`config.mk`:
```
export PLATFORM = sky130hd
export DESIGN_NAME = serial_adder_ctrl
export DESIGN_NICKNAME = d
export VERILOG_FILES = /design/src/rtl/serial_add_pkg.sv /design/src/rtl/add_slice2.sv /design/src/rtl/serial_adder_ctrl.sv
export SDC_FILE = /design/constraint.sdc
export NUM_CORES = 1
export LEC_CHECK = 0
export CORE_MARGIN = 2
export CORE_UTILIZATION = 54
export DETAILED_ROUTE_END_ITERATION = 12
export PLACE_DENSITY = 0.86
export SYNTH_ARGS = -nofsm -noshare
export SYNTH_HDL_FRONTEND = slang
export SYNTH_SLANG_ARGS = --single-unit
```
`constraint.sdc`:
```
create_clock -name clk -period 5.3 [get_ports clk]
set_input_delay 1.06 -clock clk [delete_from_list [all_inputs] [get_ports clk]]
set_output_delay 1.06 -clock clk [all_outputs]
set_load 0.05 [all_outputs]
```
`src/rtl/serial_add_pkg.sv`:
```
// serial_add_pkg
//   Shared definitions for the serial adder sequencer:
//   - SLICE_W    : width of the time-multiplexed slice adder (2 bits)
//   - state_t    : FSM encoding (ST_IDLE=0, ST_RUN=1, ST_DONE=2)
//   - idx_width(): width of the slice index counter, $clog2(nslice) but never 0
package serial_add_pkg;

  localparam int SLICE_W = 2;

  typedef enum logic [1:0] {
    ST_IDLE = 2'd0,
    ST_RUN  = 2'd1,
    ST_DONE = 2'd2
  } state_t;

  function automatic int idx_width(input int nslice);
    return (nslice <= 1) ? 1 : $clog2(nslice);
  endfunction

endpackage

```
`src/rtl/add_slice2.sv`:
```
// add_slice2
//   Combinational 2-bit adder slice with carry in.
//   Ports:
//     a, b   in  [1:0]  slice addends
//     cin    in         carry into bit 0
//     s      out [1:0]  slice sum
//     c_mid  out        carry out of bit 0 (= carry into bit 1)
//     c_out  out        carry out of bit 1
module add_slice2
  import serial_add_pkg::*;
(
  input  logic [SLICE_W-1:0] a,
  input  logic [SLICE_W-1:0] b,
  input  logic               cin,
  output logic [SLICE_W-1:0] s,
  output logic               c_mid,
  output logic               c_out
);

  always_comb begin
    s[0]  = a[0] ^ b[0] ^ cin;
    c_mid = (a[0] & b[0]) | (cin & (a[0] ^ b[0]));
    s[1]  = a[1] ^ b[1] ^ c_mid;
    c_out = (a[1] & b[1]) | (c_mid & (a[1] ^ b[1]));
  end

endmodule

```
`src/rtl/serial_adder_ctrl.sv`:
```
// serial_adder_ctrl
//   WIDTH-bit unsigned adder built from one 2-bit slice adder that is reused
//   over WIDTH/2 cycles, least-significant slice first.
//   Ports:
//     clk, rst_n          clock, asynchronous active-low reset
//     op_valid/op_ready   operand request handshake (op_a, op_b)
//     res_valid/res_ready result handshake (sum, cout [, ovf])
//     busy                high while an operation is in RUN or DONE
//     ovf                 two's-complement overflow; present only when the
//                         macro SERIAL_ADD_OVF_EN is defined
//   Handshake rule (both ports): a transfer happens on a rising edge where
//   valid and ready are both high. op_ready is high only in IDLE, res_valid
//   only in DONE; the result stays stable until it is taken, and operands
//   offered outside IDLE are neither taken nor remembered.
//   The FSM state is available as the internal signal 'state' for checkers.
module serial_adder_ctrl
  import serial_add_pkg::*;
#(
  parameter int WIDTH = 8
) (
  input  logic             clk,
  input  logic             rst_n,
  input  logic             op_valid,
  output logic             op_ready,
  input  logic [WIDTH-1:0] op_a,
  input  logic [WIDTH-1:0] op_b,
  output logic             res_valid,
  input  logic             res_ready,
  output logic [WIDTH-1:0] sum,
  output logic             cout,
  output logic             busy
`ifdef SERIAL_ADD_OVF_EN
  ,
  output logic             ovf
`endif
);

  localparam int NSLICE = WIDTH / 2;
  localparam int IDX_W  = idx_width(NSLICE);
  localparam logic [IDX_W-1:0] IDX_LAST = IDX_W'(NSLICE - 1);

  state_t             state;
  state_t             state_nxt;
  logic [WIDTH-1:0]   a_q;
  logic [WIDTH-1:0]   b_q;
  logic [IDX_W-1:0]   idx;
  logic               carry;
  logic [IDX_W:0]     base;
  logic [SLICE_W-1:0] a_sl;
  logic [SLICE_W-1:0] b_sl;
  logic [SLICE_W-1:0] s_sl;
  logic               c_mid;
  logic               c_out;
  logic               accept;
  logic               last;

  // Bit offset of the current slice is idx*2.
  assign base   = {idx, 1'b0};
  assign a_sl   = a_q[base +: SLICE_W];
  assign b_sl   = b_q[base +: SLICE_W];
  assign accept = (state == ST_IDLE) && op_valid;
  assign last   = (idx == IDX_LAST);

  add_slice2 u_slice (
    .a     (a_sl),
    .b     (b_sl),
    .cin   (carry),
    .s     (s_sl),
    .c_mid (c_mid),
    .c_out (c_out)
  );

  // State register
  always_ff @(posedge clk or negedge rst_n) begin
    if (!rst_n) state <= ST_IDLE;
    else        state <= state_nxt;
  end

  // Next-state logic
  always_comb begin
    state_nxt = state;
    case (state)
      ST_IDLE: if (op_valid)  state_nxt = ST_RUN;
      ST_RUN:  if (last)      state_nxt = ST_DONE;
      ST_DONE: if (res_ready) state_nxt = ST_IDLE;
      default:                state_nxt = ST_IDLE;
    endcase
  end

  // Output decode
  always_comb begin
    op_ready  = 1'b0;
    res_valid = 1'b0;
    busy      = 1'b0;
    case (state)
      ST_IDLE: op_ready = 1'b1;
      ST_RUN:  busy     = 1'b1;
      ST_DONE: begin
        res_valid = 1'b1;
        busy      = 1'b1;
      end
      default: op_ready = 1'b0;
    endcase
  end

  // Datapath: operands are captured only on accept; sum is filled one slice
  // per RUN cycle, untouched slices keep whatever they held before.
  always_ff @(posedge clk or negedge rst_n) begin
    if (!rst_n) begin
      a_q   <= '0;
      b_q   <= '0;
      idx   <= '0;
      carry <= 1'b0;
      sum   <= '0;
      cout  <= 1'b0;
    end else if (accept) begin
      a_q   <= op_a;
      b_q   <= op_b;
      idx   <= '0;
      carry <= 1'b0;
    end else if (state == ST_RUN) begin
      sum[base +: SLICE_W] <= s_sl;
      carry                <= c_out;
      if (last) cout <= c_out;
      else      idx  <= idx + 1'b1;
    end
  end

`ifdef SERIAL_ADD_OVF_EN
  // In the last slice c_mid is the carry into the MSB and c_out the carry out
  // of it; their difference flags signed overflow.
  always_ff @(posedge clk or negedge rst_n) begin
    if (!rst_n)                     ovf <= 1'b0;
    else if (accept)                ovf <= 1'b0;
    else if (state == ST_RUN && last) ovf <= c_mid ^ c_out;
  end
`endif

endmodule

```
# Word-level counts from Yosys, hierarchy flattened
# Cells that the tools add are included.
dict set report classes {
  add_sub_neg 2
  eq_ne 7
  shift 4
  mux 13
  bitwise 11
  reduce_logical 8
}
# cell count
set ops {}
lappend ops {{$shiftx A8 B4 Y2} 2}
lappend ops {{$mux W2} 6}
lappend ops {{$bwmux W8} 1}
lappend ops {{$ne A2 B2 Y1 const B} 4}
lappend ops {{$shift A2 B5 Y8 const A} 1}
lappend ops {{$shiftx A2 B5 Y8} 1}
lappend ops {{$pmux W2 S3} 1}
lappend ops {{$reduce_and A3 Y1} 2}
lappend ops {{$mux W1} 5}
lappend ops {{$neg A3 Y5} 1}
lappend ops {{$and A1 B1 Y1} 4}
lappend ops {{$eq A2 B2 Y1 const B} 2}
lappend ops {{$reduce_and A2 Y1} 2}
lappend ops {{$xor A1 B1 Y1} 4}
lappend ops {{$add A2 B1 Y2 const B} 1}
lappend ops {{$eq A2 B1 Y1 const B} 1}
lappend ops {{$logic_not A2 Y1} 1}
lappend ops {{$or A1 B1 Y1} 2}
lappend ops {{$reduce_bool A2 Y1} 1}
lappend ops {{$reduce_or A2 Y1} 1}
lappend ops {{$logic_and A1 B1 Y1} 1}
lappend ops {{$not A1 Y1} 1}
dict set report totals {
  ff_bits 30
  input_bits 20
  output_inout_bits 12
  wordCells 52
}

# Longest topological paths before layout
# Gate-level depths: netlist (run 1).
dict set report depth {
  ltp_word 8
  ltp_mapped 6
}

# By module
# A second synthesis (run 1) with hierarchy kept.
dict set report unflattened {
  hier_cells 108
  hier_area_um2 1506.4
}
# module n_inst cells_per_inst area_each_um2 seq_area_each_um2
set by_module_without_submodules {}
lappend by_module_without_submodules {serial_adder_ctrl 1 106 1466.4 750.7}
lappend by_module_without_submodules {add_slice2 1 2 40.0 0.0}

# Worst setup path before layout (run 1)
# No wires, ideal clock.
dict set report synth_path {
  kind {register to register}
  start {register idx[0]}
  end {register sum[1]}
  setup_time_ps 110
  arrival_time_ps 2383
  required_time_ps 5190
  slack_ps 2807
  stages_incl_launch_ff 7
  synth_period_minus_slack_ps 2493
  path_cell_list {dfrtp_1 buf_2 mux4_2 fa_1 fa_1 inv_1 o41ai_1}
}
dict set report synth_between {
  elab_chain_len 7
  elab_cells_between_ends 13
  cone_classes {1 x add/sub; 4 x shift; 1 x mux; 7 x bitwise}
}
# element line_no
set synth_rtl {}
lappend synth_rtl {{start, declared} serial_adder_ctrl.sv:46} ;# logic [IDX_W-1:0] idx;
lappend synth_rtl {{start signal, assigned} serial_adder_ctrl.sv:125} ;# else idx <= idx + 1'b1;
lappend synth_rtl {{$shiftx A8 B4 Y2, on equally long branches} {serial_adder_ctrl.sv:59, serial_adder_ctrl.sv:60}}
lappend synth_rtl {{$xor A1 B1 Y1} {add_slice2.sv:21, add_slice2.sv:22}}
lappend synth_rtl {{$and A1 B1 Y1} add_slice2.sv:22} ;# c_mid = (a[0] & b[0]) | (cin & (a[0] ^ b[0]));
lappend synth_rtl {{$or A1 B1 Y1} add_slice2.sv:22}
lappend synth_rtl {{$xor A1 B1 Y1} add_slice2.sv:23} ;# s[1] = a[1] ^ b[1] ^ c_mid;
lappend synth_rtl {{$shiftx A2 B5 Y8} serial_adder_ctrl.sv:122} ;# sum[base +: SLICE_W] <= s_sl;
lappend synth_rtl {{$bwmux W8 (*)} serial_adder_ctrl.sv:122}
lappend synth_rtl {{end signal, assigned by index} serial_adder_ctrl.sv:122}
lappend synth_rtl {{end, declared} serial_adder_ctrl.sv:29} ;# output logic [WIDTH-1:0] sum,
# Every way passes the cells marked *; elsewhere a longest branch is shown, timed or not.
# A chain may end at the register's enable or synchronous reset.

# Worst setup path after layout (run 1)
dict set report layout_path {
  start {register state[0]}
  end {output port op_ready}
}
dict set report layout_between {
  elab_chain_len 2
}
# element line_no
set layout_rtl {}
lappend layout_rtl {{start, declared} serial_adder_ctrl.sv:42} ;# state_t state;
lappend layout_rtl {{start signal, assigned} serial_adder_ctrl.sv:76} ;# else state <= state_nxt;
lappend layout_rtl {{$logic_not A2 Y1} serial_adder_ctrl.sv:95} ;# case (state)
lappend layout_rtl {{$mux W1} serial_adder_ctrl.sv:95}
lappend layout_rtl {{end, declared} serial_adder_ctrl.sv:24} ;# output logic op_ready,
# No other way between the ends.

==> flow_summary.json, run 1 <==
{
  "crit_fanout": 7,
  "fin_nets": 178,
  "slowest_delay_ns": 0.87,
  "drt_pass1_iterations": 4,
  "dp.cells": 171,
  "crit_chain": "inv_1 -> ha_1 -> clkdlybuf4s50_1",
  "core_um2": 2710,
  "grt_util_all_layers_pct": 19.3,
  "ioPinCount": 32,
  "vias": 979,
  "synth_top_area_share_pct": 49.3,
  "drive_above_1_share_pct": 21.2,
  "die_width_um": 57.1,
  "io_buffers": 31,
  "setup_viol": 0,
  "drv_cap": 0,
  "wl_per_cell_um": 15.2,
  "regToRegSetupSlack_ns": 2.54,
  "yosysUniqueCellTypes": 22,
  "place_congestion": 0.766,
  "tritoncts": "built",
  "required_ns": 4.24,
  "p_leak_nw": 0.866,
  "drt-initial-drc-count": 23,
  "grt_pass1_vias": 1046,
  "ctsResizeCount": 0,
  "synthFlopType": "dfrtp_1",
  "ys_warn_count": 0,
  "stdcell_count": 177,
  "r2r_cells": 5,
  "drc": 0,
  "ctsHoldBuffers": 0,
  "r2r-end": "sum[7]$_DFFE_PN0P_",
  "synth-edff-count": 0,
  "routed_via_density": 5.53,
  "syn-cell-area_um2": 1520,
  "postLayoutCoreUtil_pct": 70.4,
  "drt-total-wl_um": 2690,
  "grt_max_degree": 31,
  "status": "finished, final reports clean",
  "worst_slew_pin_slew_ns": 0.536,
  "die_h_um": 57.1,
  "antenna_found_initial": 0,
  "hold_violations": 0,
  "numCtsBuffers": 5,
  "worstSkewPairLatency_ns": 0.31,
  "skew_ns": 0.00168,
  "vdd_ir_drop_max_mv": 0.468,
  "rows": 19,
  "critPathKind": "reg -> out",
  "post-route-period-util_pct": 57.9,
  "cp_slowest_cell": "clkdlybuf4s50_1",
  "synth_top_area_cell": "dfrtp_1",
  "dieArea_um2": 3260,
  "holdCritStartpoint": "sum[4]$_DFFE_PN0P_",
  "filler_cell_count": 196,
  "hold_path_class": "reg -> reg",
  "antennaDiodeCount": 0,
  "end_kind": "output port",
  "ant_nets": 0,
  "gr-total-overflow": 0,
  "p_per_area_nw_per_um2": 708,
  "setup_tns_ns": 0,
  "synthesis.instances": 111,
  "max_slew_margin_pct": 64.3,
  "crit_arrival_ns": 2.01,
  "grt_pass1_wl_um": 4730,
  "r2r_start": "idx[0]$_DFFE_PN0P_",
  "holdPathEnd": "sum[4]$_DFFE_PN0P_",
  "fin_total_pwr_w": 0.00135,
  "root_buffer": "clkbuf_4",
  "area_delta_synth_final_pct": 25.2,
  "synth_area_per_cell_um2": 13.7,
  "clkTransAtPathRegs_ns": 0.08,
  "clock_sinks": 30,
  "holdPathStages": 2,
  "holdWs_ns": 0.483,
  "startpoint_type": "register",
  "fmax_ghz": 0.326,
  "htree_num_levels": 2,
  "min_period_ns": 3.07,
  "synthArstFlopShare_pct": 100,
  "postCtsSetupBuffers": 0,
  "synth_area_leaders": "dfrtp_1 49%, mux2_4 11%, ha_1 7.4%, mux4_2 5.9%, mux2_2 5.2%",
  "hpwl_um": 2080,
  "rsz0062_at_grt": "no",
  "initial_utilization_pct": 56.2,
  "synth-seq-cells": 30,
  "seq_area_frac_synth_pct": 49.3,
  "slew_viol_final": 0,
  "cts_buffer_depth": 2,
  "synth_fp_nets": 142
}
power breakdown:
part	switching, W	internal [W]	leakage [nW]
combinational	0.000437	0.000360	0.462
sequential	0.0000854	0.000339	0.374
clock	0.0000698	0.0000597	0.0302
total	0.000592	0.000759	0.866
flip-flops by register name, summed over array words and instances, names as in the netlist:
| register | cells |
|---|---|
| cout | 1 |
| idx | 2 |
| state | 2 |
| b_q | 8 |
| a_q | 8 |
| carry | 1 |
| sum | 8 |
per-stage QoR:
step | worst slack, ns | cell area (µm²)
floorplan | 2.81 | 1520
global placement | 2.62 | 1860
detailed placement | 2.55 | 1860
CTS | 2.23 | 1910
global route | 2.16 | 1910
finish | 2.23 | 1910
kinds of logic (layout without fill, tap and decap cells):
group                    after synthesis  in the layout  share of synthesized area (%)
AO/OA/AOI/OAI                         13             13                           6.24
XOR/XNOR                               1              1                          0.575
adder cells (fa/ha/maj)               11             11                           10.0
buffers and inverters                 10             45                           3.28
flip-flops                            30             30                           49.3
multiplexers                          24             24                           23.2
AND/OR/NAND/NOR                       22             22                           7.39
cells in the final DEF, fill, tap and decap left out:
cell	n
ha_1	9
clkbuf_8	1
mux4_2	4
nand2_4	1
nand2_1	15
fa_1	2
mux2i_1	2
o41ai_1	6
mux2_4	11
nand3b_1	1
clkbuf_4	5
inv_1	7
a31oi_1	2
mux2_2	7
xnor2_1	1
nand3_1	1
nand2b_1	3
a21oi_1	3
dfrtp_1	30
buf_4	1
nor2b_4	1
clkdlybuf4s50_1	31
o31ai_1	2
final cells by class:
cell class,instances,area [µm²],area share (%)
well taps,31,38.8,2.03
flip-flops and latches,30,751,39.3
clock buffers,6,51.3,2.69
inverters,7,26.3,1.38
multi-input cells,71,723,37.9
repair buffers,32,318,16.7
Yosys cell counts (2+ instances only):
cell and n:
a21oi_1 3, a31oi_1 2, dfrtp_1 30, fa_1 2, ha_1 9, inv_1 7
mux2_2 7, mux2_4 11, mux2i_1 2, mux4_2 4, nand2_1 15, nand2b_1 3
o31ai_1 2, o41ai_1 6
worst max-delay path by stage:
stage | cells past startpoint | from | end | slack, ns
finish | 3 | state[0]$_DFFE_PN0P_ | op_ready | 2.23
global route | 3 | state[1]$_DFFE_PN0P_ | op_ready | 2.16
CTS | 3 | state[0]$_DFFE_PN0P_ | op_ready | 2.23
detailed placement | 5 | idx[0]$_DFFE_PN0P_ | sum[7]$_DFFE_PN0P_ | 2.55
global placement | 3 | state[0]$_DFFE_PN0P_ | op_ready | 2.62
floorplan | 6 | idx[0]$_DFFE_PN0P_ | sum[1]$_DFFE_PN0P_ | 2.81
layer usage:
metal | vias up | part of all wire (%) | track usage, %
met2 | 28 | 52 | 35.3
met1 | 486 | 42 | 21.7
li1 | 460 | - | -
met5 | - | 0 | 0
met4 | 0 | 1.6 | 6.98
met3 | 5 | 4.3 | 4.99
worst max-delay path, delay by kind of cell, from the launching register on:
family,cells,cell delay [ns]
buffers and inverters,2,0.95
adder cells (fa/ha/maj),1,0.33
flip-flops,1,0.41
(Power assumes the default switching activity.)
==> run 2, diff against run 1 <==
--- a/config.mk
+++ b/config.mk
@@ -6,9 +6,9 @@
 export NUM_CORES = 1
 export LEC_CHECK = 0
 export CORE_MARGIN = 2
-export CORE_UTILIZATION = 54
+export CORE_UTILIZATION = 45
 export DETAILED_ROUTE_END_ITERATION = 12
-export PLACE_DENSITY = 0.86
+export PLACE_DENSITY = 0.77
 export SYNTH_ARGS = -nofsm -noshare
 export SYNTH_HDL_FRONTEND = slang
 export SYNTH_SLANG_ARGS = --single-unit
==> constraint.sdc (replaced) <==
create_clock -name clk -period 2.6 [get_ports clk]
set_input_delay 0.52 -clock clk [delete_from_list [all_inputs] [get_ports clk]]
set_output_delay 0.52 -clock clk [all_outputs]
set_load 0.05 [all_outputs]
==> flow_summary.json, run 2 (synthesis results as in run 1) <==
{
  "rows": 21,
  "vias": 959,
  "fin_nets": 180,
  "p_per_area_nw_per_um2": 1450,
  "postCtsSetupBuffers": 0,
  "end_kind": "output port",
  "die_h_um": 62.2,
  "worst_slew_pin_slew_ns": 0.498,
  "grt_pass1_vias": 1021,
  "cts_buffer_depth": 2,
  "filler_cell_count": 293,
  "place_congestion": 0.800,
  "antenna_found_initial": 0,
  "setup_tns_ns": 0,
  "grt_max_degree": 31,
  "clkTransAtPathRegs_ns": 0.10,
  "drt_pass1_iterations": 4,
  "slew_viol_final": 0,
  "crit_fanout": 3,
  "fmax_ghz": 0.410,
  "comb_power_share_pct": 57.4,
  "p_switching_w": 0.00121,
  "fin_ws_ns": 0.162,
  "clock_sinks": 30,
  "grt_pass1_wl_um": 4630,
  "skew_ns": 0.0161,
  "required_ns": 2.08,
  "rsz0062_at_grt": "no",
  "area_delta_synth_final_pct": 29.4,
  "p_sw_share_pct": 42.3,
  "critPathKind": "reg -> out",
  "min_period_ns": 2.44,
  "grt_util_all_layers_pct": 15.3,
  "ioPinCount": 32,
  "vdd_ir_drop_max_mv": 0.722,
  "largestRegisters": "a_q: 8 flops, b_q: 8 flops, sum: 8 flops",
  "wl_per_cell_um": 13.5,
  "internal_power_w": 0.00166,
  "final_common_cell": "clkdlybuf4s50_1",
  "routed_via_density": 4.92,
  "antennaDiodeCount": 0,
  "pre_cts_ws_ns": 0.0854,
  "drc": 0,
  "initial_utilization_pct": 46.4,
  "crit_arrival_ns": 1.92,
  "worstSkewPairLatency_ns": 0.33,
  "r2r_cells": 5,
  "drv_cap": 0,
  "setup_viol": 0,
  "htree_num_levels": 2,
  "status": "finished, final reports clean",
  "dieArea_um2": 3870,
  "hpwl_um": 2010,
  "tritoncts": "built",
  "holdPathStages": 2,
  "p_leak_nw": 0.891,
  "io_buffers": 31,
  "hold_path_class": "reg -> reg",
  "drt-initial-drc-count": 18,
  "multi_input_area_um2": 723,
  "hold_violations": 0,
  "drt-total-wl_um": 2640,
  "startpoint_type": "register",
  "pwr-share-clk_pct": 13.4,
  "final_cell_mix": "30 x clkdlybuf4s50_1, 29 x dfrtp_1, 15 x nand2_1",
  "ant_nets": 0,
  "gr-total-overflow": 0,
  "max_slew_margin_pct": 66.7,
  "post-route-period-util_pct": 93.8,
  "die_width_um": 62.2,
  "seqPwrFrac_pct": 29.2,
  "regArea_um2": 752,
  "postLayoutCoreUtil_pct": 60.0,
  "root_buffer": "clkbuf_4",
  "numCtsBuffers": 5,
  "core_um2": 3280,
  "ctsHoldBuffers": 0,
  "drive_above_1_share_pct": 23.5
}
[run 2: cell count changes in the layout (fill, tap and decap cells not counted)]
| cell | change |
|---|---|
| bufinv_16 | +1 |
| dfrtp_2 | +1 |
| buf_4 | +2 |
| clkdlybuf4s50_1 | -1 |
| dlygate4sd2_1 | +1 |
| dfrtp_1 | -1 |
[run 2: area by class of cell]
| type | count | area share (%) |
|---|---|---|
| clock inverter | 1 | 1.52 |
| inverter | 7 | 1.33 |
| multi-input combinational | 71 | 36.7 |
| sequential | 30 | 38.1 |
| clock buffer | 6 | 2.60 |
| tap | 46 | 2.92 |
| timing repair buffer | 34 | 16.8 |
[run 2: final timing paths]
check	from	end	slack, ns
setup / recovery	state[0]$_DFFE_PN0P_	busy	0.16
hold / removal	sum[2]$_DFFE_PN0P_	sum[2]$_DFFE_PN0P_	0.49
setup reg to reg	idx[0]$_DFFE_PN0P_	sum[7]$_DFFE_PN0P_	0.17
hold reg to reg	sum[2]$_DFFE_PN0P_	sum[2]$_DFFE_PN0P_	0.49
max in group asynchronous	rst_n	idx[0]$_DFFE_PN0P_	1.74
min in group asynchronous	rst_n	cout$_DFFE_PN0P_	0.57
[run 2: critical path, stage by stage, from the launching register on]
cell	delay [ns]
dfrtp_1	0.41
inv_1	0.09
ha_1	0.29
clkdlybuf4s50_1	0.80
[run 2: power by group through the flow]
stage	Sequential (W)	Clock [W]	Combinational, W
after floorplan	0.00101	0	0.00109
after global placement	0.000840	0	0.00162
after detailed placement	0.000846	0	0.00166
after CTS	0.000838	0.000392	0.00166
after global routing	0.000872	0.000413	0.00179
final	0.000836	0.000384	0.00165
[run 2: what timing repair did]
action / 4_1_cts / 5_1_grt
hold endpoints to repair: 0 / 0
resized for setup: 1 / 1
setup endpoints to repair: 1 / 3
[run 2: per-layer routing]
| metal | global-route usage [%] | wire, µm | vias to the layer above |
|---|---|---|---|
| li1 | - | - | 472 |
| met1 | 18.0 | 1140 | 460 |
| met2 | 27.3 | 1380 | 25 |
| met3 | 3.80 | 102 | 2 |
| met5 | 0 | 0 | - |
| met4 | 5.00 | 21 | 0 |
[run 2: per-stage QoR]
step | area [µm²] | hold WS, ns | power, W | cells
after CTS | 1970 | 0.495 | 0.00289 | 195
after detailed placement | 1890 | 0.466 | 0.00251 | 188
final | 1970 | 0.488 | 0.00287 | 195
after floorplan | 1520 | 0.224 | 0.00210 | 111
after global routing | 1970 | 0.523 | 0.00308 | 195
after global placement | 1890 | 0.457 | 0.00246 | 188
